===== config.mk =====
export PLATFORM = sky130hd
export DESIGN_NAME = rtc_lector_secuencia_flat
export DESIGN_NICKNAME = d
export VERILOG_FILES = /design/src/rtl/rtc_lector_secuencia_if.sv /design/src/rtl/rtc_lector_secuencia.sv /design/src/flat_wrapper.sv
export SDC_FILE = /design/constraint.sdc
export NUM_CORES = 1
export LEC_CHECK = 0
export CAP_MARGIN = 20
export CORE_ASPECT_RATIO = 1.5
export CORE_MARGIN = 8
export CORE_UTILIZATION = 55
export DETAILED_ROUTE_END_ITERATION = 10
export GPL_TIMING_DRIVEN = 1
export PLACE_DENSITY = 0.85
export SLEW_MARGIN = 20
export SYNTH_ARGS = -nofsm -noshare
export SYNTH_HDL_FRONTEND = slang
export SYNTH_SLANG_ARGS = --single-unit

===== constraint.sdc =====
create_clock -name clk -period 8.2 [get_ports clk]
set_input_delay 1.64 -clock clk [delete_from_list [all_inputs] [get_ports clk]]
set_output_delay 1.64 -clock clk [all_outputs]
set_load 0.02 [all_outputs]

===== src/rtl/rtc_lector_secuencia_if.sv =====
// RTC multiplexed address/data pins plus the byte stream
// handed to the display side.
interface rtc_lector_secuencia_if;
    logic [7:0] ad_in;
    logic [7:0] ad_out;
    logic       ad_oe;
    logic       a_d;
    logic       cs_n;
    logic       wr_n;
    logic       rd_n;
    logic [7:0] datoRTC;
    logic       datoValido;
    logic       inicioSecuencia;
    logic       finSecuencia;
    logic       ocupado;

    modport master (
        input  ad_in,
        output ad_out, ad_oe, a_d, cs_n, wr_n, rd_n,
        output datoRTC, datoValido, inicioSecuencia,
        output finSecuencia, ocupado
    );

    modport slave (
        output ad_in,
        input  ad_out, ad_oe, a_d, cs_n, wr_n, rd_n,
        input  datoRTC, datoValido, inicioSecuencia,
        input  finSecuencia, ocupado
    );
endinterface


===== src/rtl/rtc_lector_secuencia.sv =====
// Reads clock (and optionally timer) registers from the RTC bus,
// converts BCD to binary and streams one byte per register read.
module rtc_lector_secuencia #(
    parameter int         T_FASE         = 4,
    parameter logic [7:0] DIR_BASE_RELOJ = 8'h21,
    parameter logic [7:0] DIR_BASE_TEMP  = 8'h41
) (
    input  logic clk,
    input  logic reset,
    input  logic iniciar,
    input  logic temporizador,
    rtc_lector_secuencia_if.master rtc
);
    typedef enum logic [2:0] {
        REPOSO, ESC_DIR, PAUSA1, LEE, EMITE, PAUSA2
    } estado_t;

    estado_t    estado, estadoSig;
    logic [3:0] cnt;
    logic [3:0] indice;
    logic       conTemp;
    logic [7:0] lectura;
    logic       ultimaFase;
    logic       ultimoIndice;
    logic [7:0] dir;
    logic [3:0] hi, lo;
    logic [7:0] valor;

    assign ultimaFase   = (cnt == 4'(T_FASE - 1));
    assign ultimoIndice = (indice == (conTemp ? 4'd10 : 4'd7));

    always_comb begin
        dir = DIR_BASE_RELOJ + {4'd0, indice};
        if (indice >= 4'd8)
            dir = DIR_BASE_TEMP + {4'd0, indice - 4'd8};
    end

    // Hours registers keep only the 24 h tens bits.
    always_comb begin
        hi = lectura[7:4];
        lo = lectura[3:0];
        if (indice == 4'd2 || indice == 4'd10)
            hi = {2'b00, lectura[5:4]};
        valor = {4'd0, hi} * 8'd10 + {4'd0, lo};
        if (hi > 4'd9 || lo > 4'd9)
            valor = 8'hFF;
    end

    always_ff @(posedge clk or negedge reset) begin
        if (!reset) estado <= REPOSO;
        else        estado <= estadoSig;
    end

    always_comb begin
        estadoSig = estado;
        unique case (estado)
            REPOSO:  if (iniciar) estadoSig = ESC_DIR;
            ESC_DIR: if (ultimaFase) estadoSig = PAUSA1;
            PAUSA1:  estadoSig = LEE;
            LEE:     if (ultimaFase) estadoSig = EMITE;
            EMITE:   estadoSig = PAUSA2;
            PAUSA2:  estadoSig = ultimoIndice ? REPOSO : ESC_DIR;
            default: estadoSig = REPOSO;
        endcase
    end

    always_comb begin
        rtc.cs_n    = !(estado == ESC_DIR || estado == LEE);
        rtc.wr_n    = (estado != ESC_DIR);
        rtc.rd_n    = (estado != LEE);
        rtc.ad_oe   = (estado == ESC_DIR);
        rtc.a_d     = (estado == LEE);
        rtc.ad_out  = (estado == ESC_DIR) ? dir : 8'h00;
        rtc.ocupado = (estado != REPOSO);
    end

    always_ff @(posedge clk or negedge reset) begin
        if (!reset) begin
            cnt     <= '0;
            indice  <= '0;
            conTemp <= 1'b0;
            lectura <= '0;
        end else begin
            if (estadoSig != estado)
                cnt <= '0;
            else if (estado == ESC_DIR || estado == LEE)
                cnt <= cnt + 4'd1;
            if (estado == REPOSO && iniciar) begin
                conTemp <= temporizador;
                indice  <= '0;
            end
            if (estado == PAUSA2)
                indice <= indice + 4'd1;
            if (estado == LEE && ultimaFase)
                lectura <= rtc.ad_in;
        end
    end

    // Stream outputs are registered off the EMITE cycle.
    always_ff @(posedge clk or negedge reset) begin
        if (!reset) begin
            rtc.datoRTC         <= '0;
            rtc.datoValido      <= 1'b0;
            rtc.inicioSecuencia <= 1'b0;
            rtc.finSecuencia    <= 1'b0;
        end else begin
            rtc.datoValido      <= (estado == EMITE);
            rtc.inicioSecuencia <= (estado == EMITE) && (indice == 4'd0);
            rtc.finSecuencia    <= (estado == EMITE) && ultimoIndice;
            if (estado == EMITE)
                rtc.datoRTC <= valor;
        end
    end
endmodule


===== src/flat_wrapper.sv =====
// flat-port wrapper written by rule: the top's interface ports become plain ports
module rtc_lector_secuencia_flat 
#(
    parameter int         T_FASE         = 4,
    parameter logic [7:0] DIR_BASE_RELOJ = 8'h21,
    parameter logic [7:0] DIR_BASE_TEMP  = 8'h41
)
  (clk, reset, iniciar, temporizador, rtc_ad_in, rtc_ad_out, rtc_ad_oe, rtc_a_d, rtc_cs_n, rtc_wr_n, rtc_rd_n, rtc_datoRTC, rtc_datoValido, rtc_inicioSecuencia, rtc_finSecuencia, rtc_ocupado);
  rtc_lector_secuencia_if rtc_i ();
  input  logic clk;
  input  logic reset;
  input  logic iniciar;
  input  logic temporizador;
  input wire logic [$bits(rtc_i.ad_in)-1:0] rtc_ad_in;
  output wire logic [$bits(rtc_i.ad_out)-1:0] rtc_ad_out;
  output wire logic [$bits(rtc_i.ad_oe)-1:0] rtc_ad_oe;
  output wire logic [$bits(rtc_i.a_d)-1:0] rtc_a_d;
  output wire logic [$bits(rtc_i.cs_n)-1:0] rtc_cs_n;
  output wire logic [$bits(rtc_i.wr_n)-1:0] rtc_wr_n;
  output wire logic [$bits(rtc_i.rd_n)-1:0] rtc_rd_n;
  output wire logic [$bits(rtc_i.datoRTC)-1:0] rtc_datoRTC;
  output wire logic [$bits(rtc_i.datoValido)-1:0] rtc_datoValido;
  output wire logic [$bits(rtc_i.inicioSecuencia)-1:0] rtc_inicioSecuencia;
  output wire logic [$bits(rtc_i.finSecuencia)-1:0] rtc_finSecuencia;
  output wire logic [$bits(rtc_i.ocupado)-1:0] rtc_ocupado;
  assign rtc_i.ad_in = rtc_ad_in;
  assign rtc_ad_out = rtc_i.ad_out;
  assign rtc_ad_oe = rtc_i.ad_oe;
  assign rtc_a_d = rtc_i.a_d;
  assign rtc_cs_n = rtc_i.cs_n;
  assign rtc_wr_n = rtc_i.wr_n;
  assign rtc_rd_n = rtc_i.rd_n;
  assign rtc_datoRTC = rtc_i.datoRTC;
  assign rtc_datoValido = rtc_i.datoValido;
  assign rtc_inicioSecuencia = rtc_i.inicioSecuencia;
  assign rtc_finSecuencia = rtc_i.finSecuencia;
  assign rtc_ocupado = rtc_i.ocupado;
  rtc_lector_secuencia #(.T_FASE(T_FASE), .DIR_BASE_RELOJ(DIR_BASE_RELOJ), .DIR_BASE_TEMP(DIR_BASE_TEMP)) u_core (.clk(clk), .reset(reset), .iniciar(iniciar), .temporizador(temporizador), .rtc(rtc_i));
endmodule

After elaboration in Yosys (flattened, before gate mapping)
Cells that the tools add are included.
{"block": "totals", "inputBits": 12, "wordCells": 58, "output_inout_bits": 25, "reg_bits": 31}
{"block": "op_classes", "addsub": 6, "n_mul": 1, "n_reduce_logical": 13, "mux": 14, "n_eq_ne": 12, "order_cmp": 3}
{"operator": "$mux W4", "n": 6}
{"operator": "$mux W8", "n": 3}
{"operator": "$pmux W3 S6", "n": 1}
{"operator": "$mux W3", "n": 3}
{"operator": "$add A4 B1 Y4 const B", "n": 2}
{"operator": "$add A7 B4 Y8 const A", "n": 1}
{"operator": "$add A8 B4 Y8", "n": 1}
{"operator": "$eq A4 B2 Y1 const B", "n": 2}
{"operator": "$gt A4 B4 Y1 const B", "n": 2}
{"operator": "$add A6 B4 Y7 const A", "n": 1}
{"operator": "$mul A4 B3 Y7 const B", "n": 1}
{"operator": "$eq A3 B2 Y1 const B", "n": 2}
{"operator": "$eq A3 B3 Y1 const B", "n": 2}
{"operator": "$eq A4 B4 Y1", "n": 1}
{"operator": "$eq A4 B4 Y1 const B", "n": 1}
{"operator": "$ge A4 B4 Y1 const B", "n": 1}
{"operator": "$logic_and A1 B1 Y1", "n": 4}
{"operator": "$logic_not A4 Y1", "n": 1}
{"operator": "$reduce_bool A2 Y1", "n": 2}
{"operator": "$sub A4 B4 Y4 const B", "n": 1}
{"operator": "$eq A3 B1 Y1 const B", "n": 1}
{"operator": "$logic_not A3 Y1", "n": 1}
{"operator": "$logic_or A1 B1 Y1", "n": 3}
{"operator": "$ne A3 B1 Y1 const B", "n": 1}
{"operator": "other kinds (5)", "n": 5}

Depth between registers and ports, before layout
Gate-level depths: netlist of the first run.
{"block": "logic_depth", "word_depth": 6, "ltp_mapped": 12, "ltp_nobuf": 12}

Least setup slack after synthesis of the first run
No wires, ideal clock.
{"block": "synth_timing", "path_kind": "reg2out", "start": "register u_core.estado[1]", "end": "output port rtc_ad_out[3]", "slack_ns": 5.081, "t_arrival_ns": 1.479, "path_buffers": 1, "path_stages_with_launch": 5, "path_cell_list": "dfrtp_1 -> or3b_1 -> clkbuf_1 -> inv_1 -> and2_1"}
{"block": "synth_via", "elab_chain_len": 2}
{"element": "from (decl)", "line_no": "rtc_lector_secuencia.sv:18", "source": "estado_t estado, estadoSig;"}
{"element": "from (signal assigned)", "line_no": "rtc_lector_secuencia.sv:51", "source": "else estado <= estadoSig;"}
{"element": "$eq A3 B1 Y1"}
{"element": "via rtc_ad_oe", "line_no": "flat_wrapper.sv:16", "source": "output wire logic [$bits(rtc_i.ad_oe)-1:0] rtc_ad_oe;"}
{"element": "$mux W8", "line_no": "rtc_lector_secuencia.sv:73", "source": "rtc.ad_out = (estado == ESC_DIR) ? dir : 8'h00;"}
{"element": "to (decl)", "line_no": "flat_wrapper.sv:15", "source": "output wire logic [$bits(rtc_i.ad_out)-1:0] rtc_ad_out;"}
The timed path passes the listed nets, and every way through them passes these cells.

Final worst setup path of the first run
{"block": "layout_timing", "start": "register u_core.estado[0]", "end": "output port rtc_ad_out[3]"}
{"block": "layout_via", "elab_chain_len": 2}
{"element": "$eq A3 B1 Y1", "line_no": "rtc_lector_secuencia.sv:73"}
{"element": "$mux W8", "line_no": "rtc_lector_secuencia.sv:73"}
Every way passes these cells.

==> results of run 1 <==
[cell type report]
class | instances | area, um2 | share of cell area, %
clock buffer | 6 | 82.6 | 3.62
inverter | 12 | 46.3 | 2.03
multi-input combinational | 124 | 975 | 42.7
clock inverter | 1 | 5.00 | 0.219
sequential | 31 | 776 | 34.0
tap | 40 | 50.0 | 2.19
timing repair buffer | 35 | 348 | 15.2
[cells in the final DEF, fill, tap and decap left out, types with 2 or more instances in the layout]
cell type and n:
ha_1 10, mux2_4 8, inv_1 11, nand3b_1 2, nand2_1 6, clkbuf_8 6, xnor2_1 7, o22a_1 6
nand4_1 3, nor2_1 19, a31oi_1 2, and3_1 3, o32a_1 2, a21oi_1 9, o21ai_0 3, nor4bb_1 2
clkdlybuf4s50_1 34, a21o_1 2, nor3b_1 2, dfrtp_1 31, nor2b_1 2, clkinv_2 2, and2_1 4, conb_1 2
nand3_1 4
[worst paths after layout]
path                                        from                    endpoint  slack, ps
max                             u_core.estado[0]               rtc_ad_out[3]       4320
min                        u_core.rtc.datoRTC[6]       u_core.rtc.datoRTC[6]        500
max reg2reg                     u_core.indice[0]       u_core.rtc.datoRTC[6]       5270
min reg2reg                u_core.rtc.datoRTC[6]       u_core.rtc.datoRTC[6]        500
max in group asynchronous                  reset           u_core.lectura[4]       6160
min in group asynchronous                  reset  u_core.rtc.inicioSecuencia       1760
[registers in the layout, indices dropped and copies added (netlist names)]
signal	count
u_core.lectura	8
u_core.conTemp	1
u_core.cnt	4
u_core.rtc.datoValido	1
u_core.estado	3
u_core.rtc.finSecuencia	1
u_core.rtc.inicioSecuencia	1
u_core.rtc.datoRTC	8
u_core.indice	4
[kinds of logic (layout without fill, tap and decap cells)]
logic type,after synthesis,in the layout
xor gates and xnor gates,8,8
buffers and inverters,18,54
muxes,10,10
other,1,2
DFF,31,31
adders and majority gates,12,12
AOI/OAI and AO/OA,33,33
and+or+nand+nor,59,59
[through the flow]
step	instance area [um2]	worst slack [ps]	cells	util (%)
after floorplan	1830	5080	173	-
after global placement	2190	4680	242	69.5
after CTS	2280	4310	249	72.2
final	2280	4320	249	72.2
after detailed placement	2190	4630	242	69.5
after global routing	2280	4180	249	72.2
[worst reg2reg max path, cell delays in order, from the launching register on]
cell,delay (ps)
dfrtp_1,490
inv_1,100
ha_1,240
nand2b_4,100
nand2_1,120
inv_1,80
ha_1,220
ha_1,220
ha_1,350
and3_1,200
a32o_1,240
a21boi_0,140
o32a_1,290
[report_power, final]
part           switching, W  total, W  internal, W
Clock             0.0000526  0.000118    0.0000657
Combinational      0.000273  0.000551     0.000278
Sequential        0.0000685  0.000274     0.000205
[layer usage]
| layer | GRT usage (%) | vias to the layer above | part of all wire (%) |
|---|---|---|---|
| met5 | 0 | - | 0 |
| met2 | 28.9 | 39 | 58 |
| li1 | - | 678 | - |
| met4 | 5.83 | 0 | 1.0 |
| met1 | 15.0 | 731 | 36 |
| met3 | 5.94 | 5 | 5.7 |
==> impl_results.md, run 1 <==
- CP required: 6560 ps
- ANT cells: 0
- Compound-Gate Fraction of Synth Area: 13.5%
- Synth Area in Adders: 8.50%
- CP Cell Sequence: or3b_1 > inv_1 > and2_1 > clkdlybuf4s50_1
- Total track usage: 15.5%
- Worst setup SP type: flip-flop
- Clock sink count: 31
- Post-CTS Resized: 0
- Post-CTS Setup Bufs: 0
- PD cells: 413 nW/um2
- Routed len/inst: 16.4 um
- Crit path depth: 4
- Hold Path Depth: 1
- Core Area: 3160 um2
- Final min period: 3880 ps
- Yosys cell types: 52
- CP Max Fanout: 17
- Die area: 5450 um2
- Routed wire length: just over 4000 um
- Share of cells above drive strength 1: 11.0%
- Syn_area_per_cell: 10.6 um2
- Crit end category: output pin
- Longest Clk Path Bufs: 2
- DIE WIDTH: between 60 and 70 um
- Syn. warnings: 0
- Worst hold path type: flip-flop to flip-flop
- Buf/Inv on CP: 2
- Top post-synthesis cells by area: dfrtp_1 43%, ha_1 6.9%, mux2_4 6.6%, nor2_1 3.9%, xnor2_1 3.4%
- Area Overhead vs Synth: 25.1%
- DRC: 0
- First-pass GRT wire length: 6960 um
- Hold Vio Cnt, Final: 0
- Largest family of logic cells by synthesized area: simple AND/OR/NAND/NOR gates
- Post-synth top flop: dfrtp_1
- Max Slew Vio Count: 0
- Placement row count: 25
- 1st-pass router iterations: 4
- CTS buffer count: 5
- Register area share after synthesis: 42.5%
- Setup CP Type: flip-flop to output pin
- CTS tree: yes
- Root Buffer: clkbuf_8
- Worst stage delay on the critical path: around 620 ps
- Die height: 86.5 um
- Vias in the first global route: ~1,600
- Post-synthesis mux area share: 7.75%
- Cell family with most CP delay: buffers and inverters
- Hold_ws: 504 ps
- Leakage: 1.07 nW
- Synthesized area: 1820 um2
- Max Fclk: between 200 and 300 MHz
- Final ANT Viol Nets: 0
- Via density per instance: 5.84
- Initial DRC Count: 43
- IO buf count: 34
- Area leader, netlist: dfrtp_1
- Data arrival, critical path: 2240 ps
- Synth Area in Simple Gates: 19.4%
- Status: finished clean
- Setup TNS Final: 0 ps
- Final setup violation count: 0
- Clk_lat worst skew: 280 ps
- RSZ-0062 raised after global routing: no
- Overall via count from detail_route: approximately 1,500
- Top post-synthesis cells by count: 31 x dfrtp_1, 19 x nor2_1, 11 x inv_1
- I/O Pins: 37
- Count leader, synth: dfrtp_1
- Worst vdd ir: 0.255 mV
- Final nets: 232
- Post-synth EDFFs: 0
- Initial Util: 57.7%
- Clock-pin slew on the worst setup and hold paths: 60 ps
- Seq cells post-synth: 31
- Final GP Congestion: approximately 0.87
- DP HPWL: 3030 um
- Total congestion overflow: 0
- Worst r2r path cells: 12
- FFs w/ async S/R, synth: 100%
- Post-Synth XOR/XNOR Area: under 10%
- Total power: 0.000943 W
- Largest net degree at the start of global routing: 32
- H-tree depth reported by CTS: 2
- Slowest-stage cell, CP: dfrtp_1
- Initial antenna violation count: 0
- Post-synthesis cell count: 172
- Share of the synthesized area in the top cell type: 42.5%
- Max Cap Viol: 0
- Fill cells: 225
- Worst Skew: just under 6 ps
- Final period util: 47.3%
- CTS Hold Bufs: 0
(Power assumes the default switching activity.)
==> run 2, diff against run 1 <==
CORE_UTILIZATION = 51   (was 55)
PLACE_DENSITY = 0.79   (was 0.85)
clock period = 3.6 ns   (was 8.2 ns; I/O delays follow)
==> impl_results.md, run 2 (synthesis results as in run 1) <==
- Routed len/inst: 16.3 um
- Dpl cell area: around 2200 um2
- DRC: 0
- Final nets: 233
- Final GP Congestion: 0.912
- Register area: between 700 and 800 um2
- CP Cell Sequence: or3b_1 > inv_1 > and2_1 > clkdlybuf4s50_1
- Setup TNS Final: 0 ps
- I/O Pins: 37
- Fill cells: 285
- Total power: ~0.0021 W
- Slowest-stage cell, CP: dfrtp_1
- Worst hold path type: flip-flop to flip-flop
- 1st-pass router iterations: 4
- Overall via count from detail_route: 1,426
- Hold_ws: 495 ps
- Area Overhead vs Synth: 25.3%
- Longest Clk Path Bufs: 2
- IO buf count: 34
- Max Cap Viol: 0
- Initial antenna violation count: 0
- Final period util: 82.9%
- Status: finished clean
- Clock sink count: 31
- Setup CP Type: flip-flop to output pin
- Crit end category: output pin
- Final ANT Viol Nets: 0
- CP Max Fanout: 17
- Final setup violation count: 0
- Final min period: 2980 ps
- Clock-pin slew on the worst setup and hold paths: ~70 ps
- CTS Hold Bufs: 0
- Hold Vio Cnt, Final: 0
- Post-CTS Setup Bufs: 0
- DIE WIDTH: 64.8 um
- Finished Cell Area: between 2000 and 2500 um2
- Placement row count: 26
- Data arrival, critical path: 2260 ps
- Total congestion overflow: 0
- Routed wire length: 4130 um
- Post-CTS Resized: 0
- Area of the multi-input gates: 975 um2
- Worst Skew: 4.59 ps
- Max Fclk: about 340 MHz
- Initial Util: around 53%
- Largest net degree at the start of global routing: 32
- CTS buffer count: 5
- PD cells: 931 nW/um2
- DP HPWL: 3040 um
- Share of cells above drive strength 1: a little over a tenth
- Clk_lat worst skew: 280 ps
- Top flop regs: u_core.lectura x8, u_core.rtc.datoRTC x8
- Most frequent cells in the layout: 34 x clkdlybuf4s50_1, 31 x dfrtp_1, 19 x nor2_1
- Vias in the first global route: 1,488
- Die area: 5790 um2
- Core Area: 3420 um2
- Worst vdd ir: 0.661 mV
- Max Slew Vio Count: 0
- Initial DRC Count: ~40
- Root Buffer: clkbuf_8
- Leakage: around 1.1 nW
- Via density per instance: 5.64
- Worst stage delay on the critical path: 640 ps
- Post-Route Utilization: 66.9%
- First-pass GRT wire length: 6830 um
- ANT cells: 0
- RSZ-0062 raised after global routing: no
- Total track usage: around 15%
- CP required: approximately 2900 ps
- Die height: just under 90 um
- Commonest non-fill, non-tap cell in the layout: clkdlybuf4s50_1
- CTS tree: yes
- Worst setup SP type: flip-flop
- H-tree depth reported by CTS: 2
[run 2: cell types whose count changed in the layout (fill, tap and decap cells not counted), sizes merged]
cell / delta
buf: +1
clkbuf: +1
[run 2: cell type report]
class	count	area share [%]
flip-flops and latches	31	33.9
repair buffers	36	15.5
well taps	42	2.30
multi-input cells	124	42.6
clock inverters	1	0.219
clock buffers	7	3.34
inverters	12	2.03
[run 2: metal layers]
metal / track usage [%] / part of all wire [%] / up-vias
li1: - / - / 680
met1: 14.9 / 41 / 701
met2: 27.5 / 53 / 43
met3: 4.64 / 5.3 / 2
met4: 5.78 / 0.34 / 0
met5: 0 / 0 / -
[run 2: through the flow]
step | setup slack, ps | cells
after global routing | 491 | 253
after CTS | 604 | 253
after detailed placement | 795 | 245
final | 616 | 253
after global placement | 898 | 245
after floorplan | 962 | 173
[run 2: final timing paths]
path | depth (start not counted) | end | slack [ps] | from
worst max-delay path | 4 | rtc_ad_out[1] | 620 | u_core.estado[0]
worst min-delay path | 1 | u_core.rtc.datoRTC[0] | 490 | u_core.lectura[0]
worst max register to register | 12 | u_core.rtc.datoRTC[6] | 750 | u_core.indice[0]
worst min register to register | 1 | u_core.rtc.datoRTC[0] | 490 | u_core.lectura[0]
max in group asynchronous | 2 | u_core.rtc.datoRTC[6] | 2480 | reset
min in group asynchronous | 2 | u_core.lectura[2] | 830 | reset
[run 2: worst max-delay path, delay by kind of cell (launching register included)]
kind          cells  cell delay, ps
simple gates      2             600
flops             1             640
buf+inv           2             730
[run 2: power by group]
part           leakage (nW)  internal [W]  switching (W)  total, W
sequential            0.395      0.000467       0.000140  0.000607
combinational         0.634      0.000637       0.000621   0.00126
clock                0.0422      0.000135       0.000128  0.000263
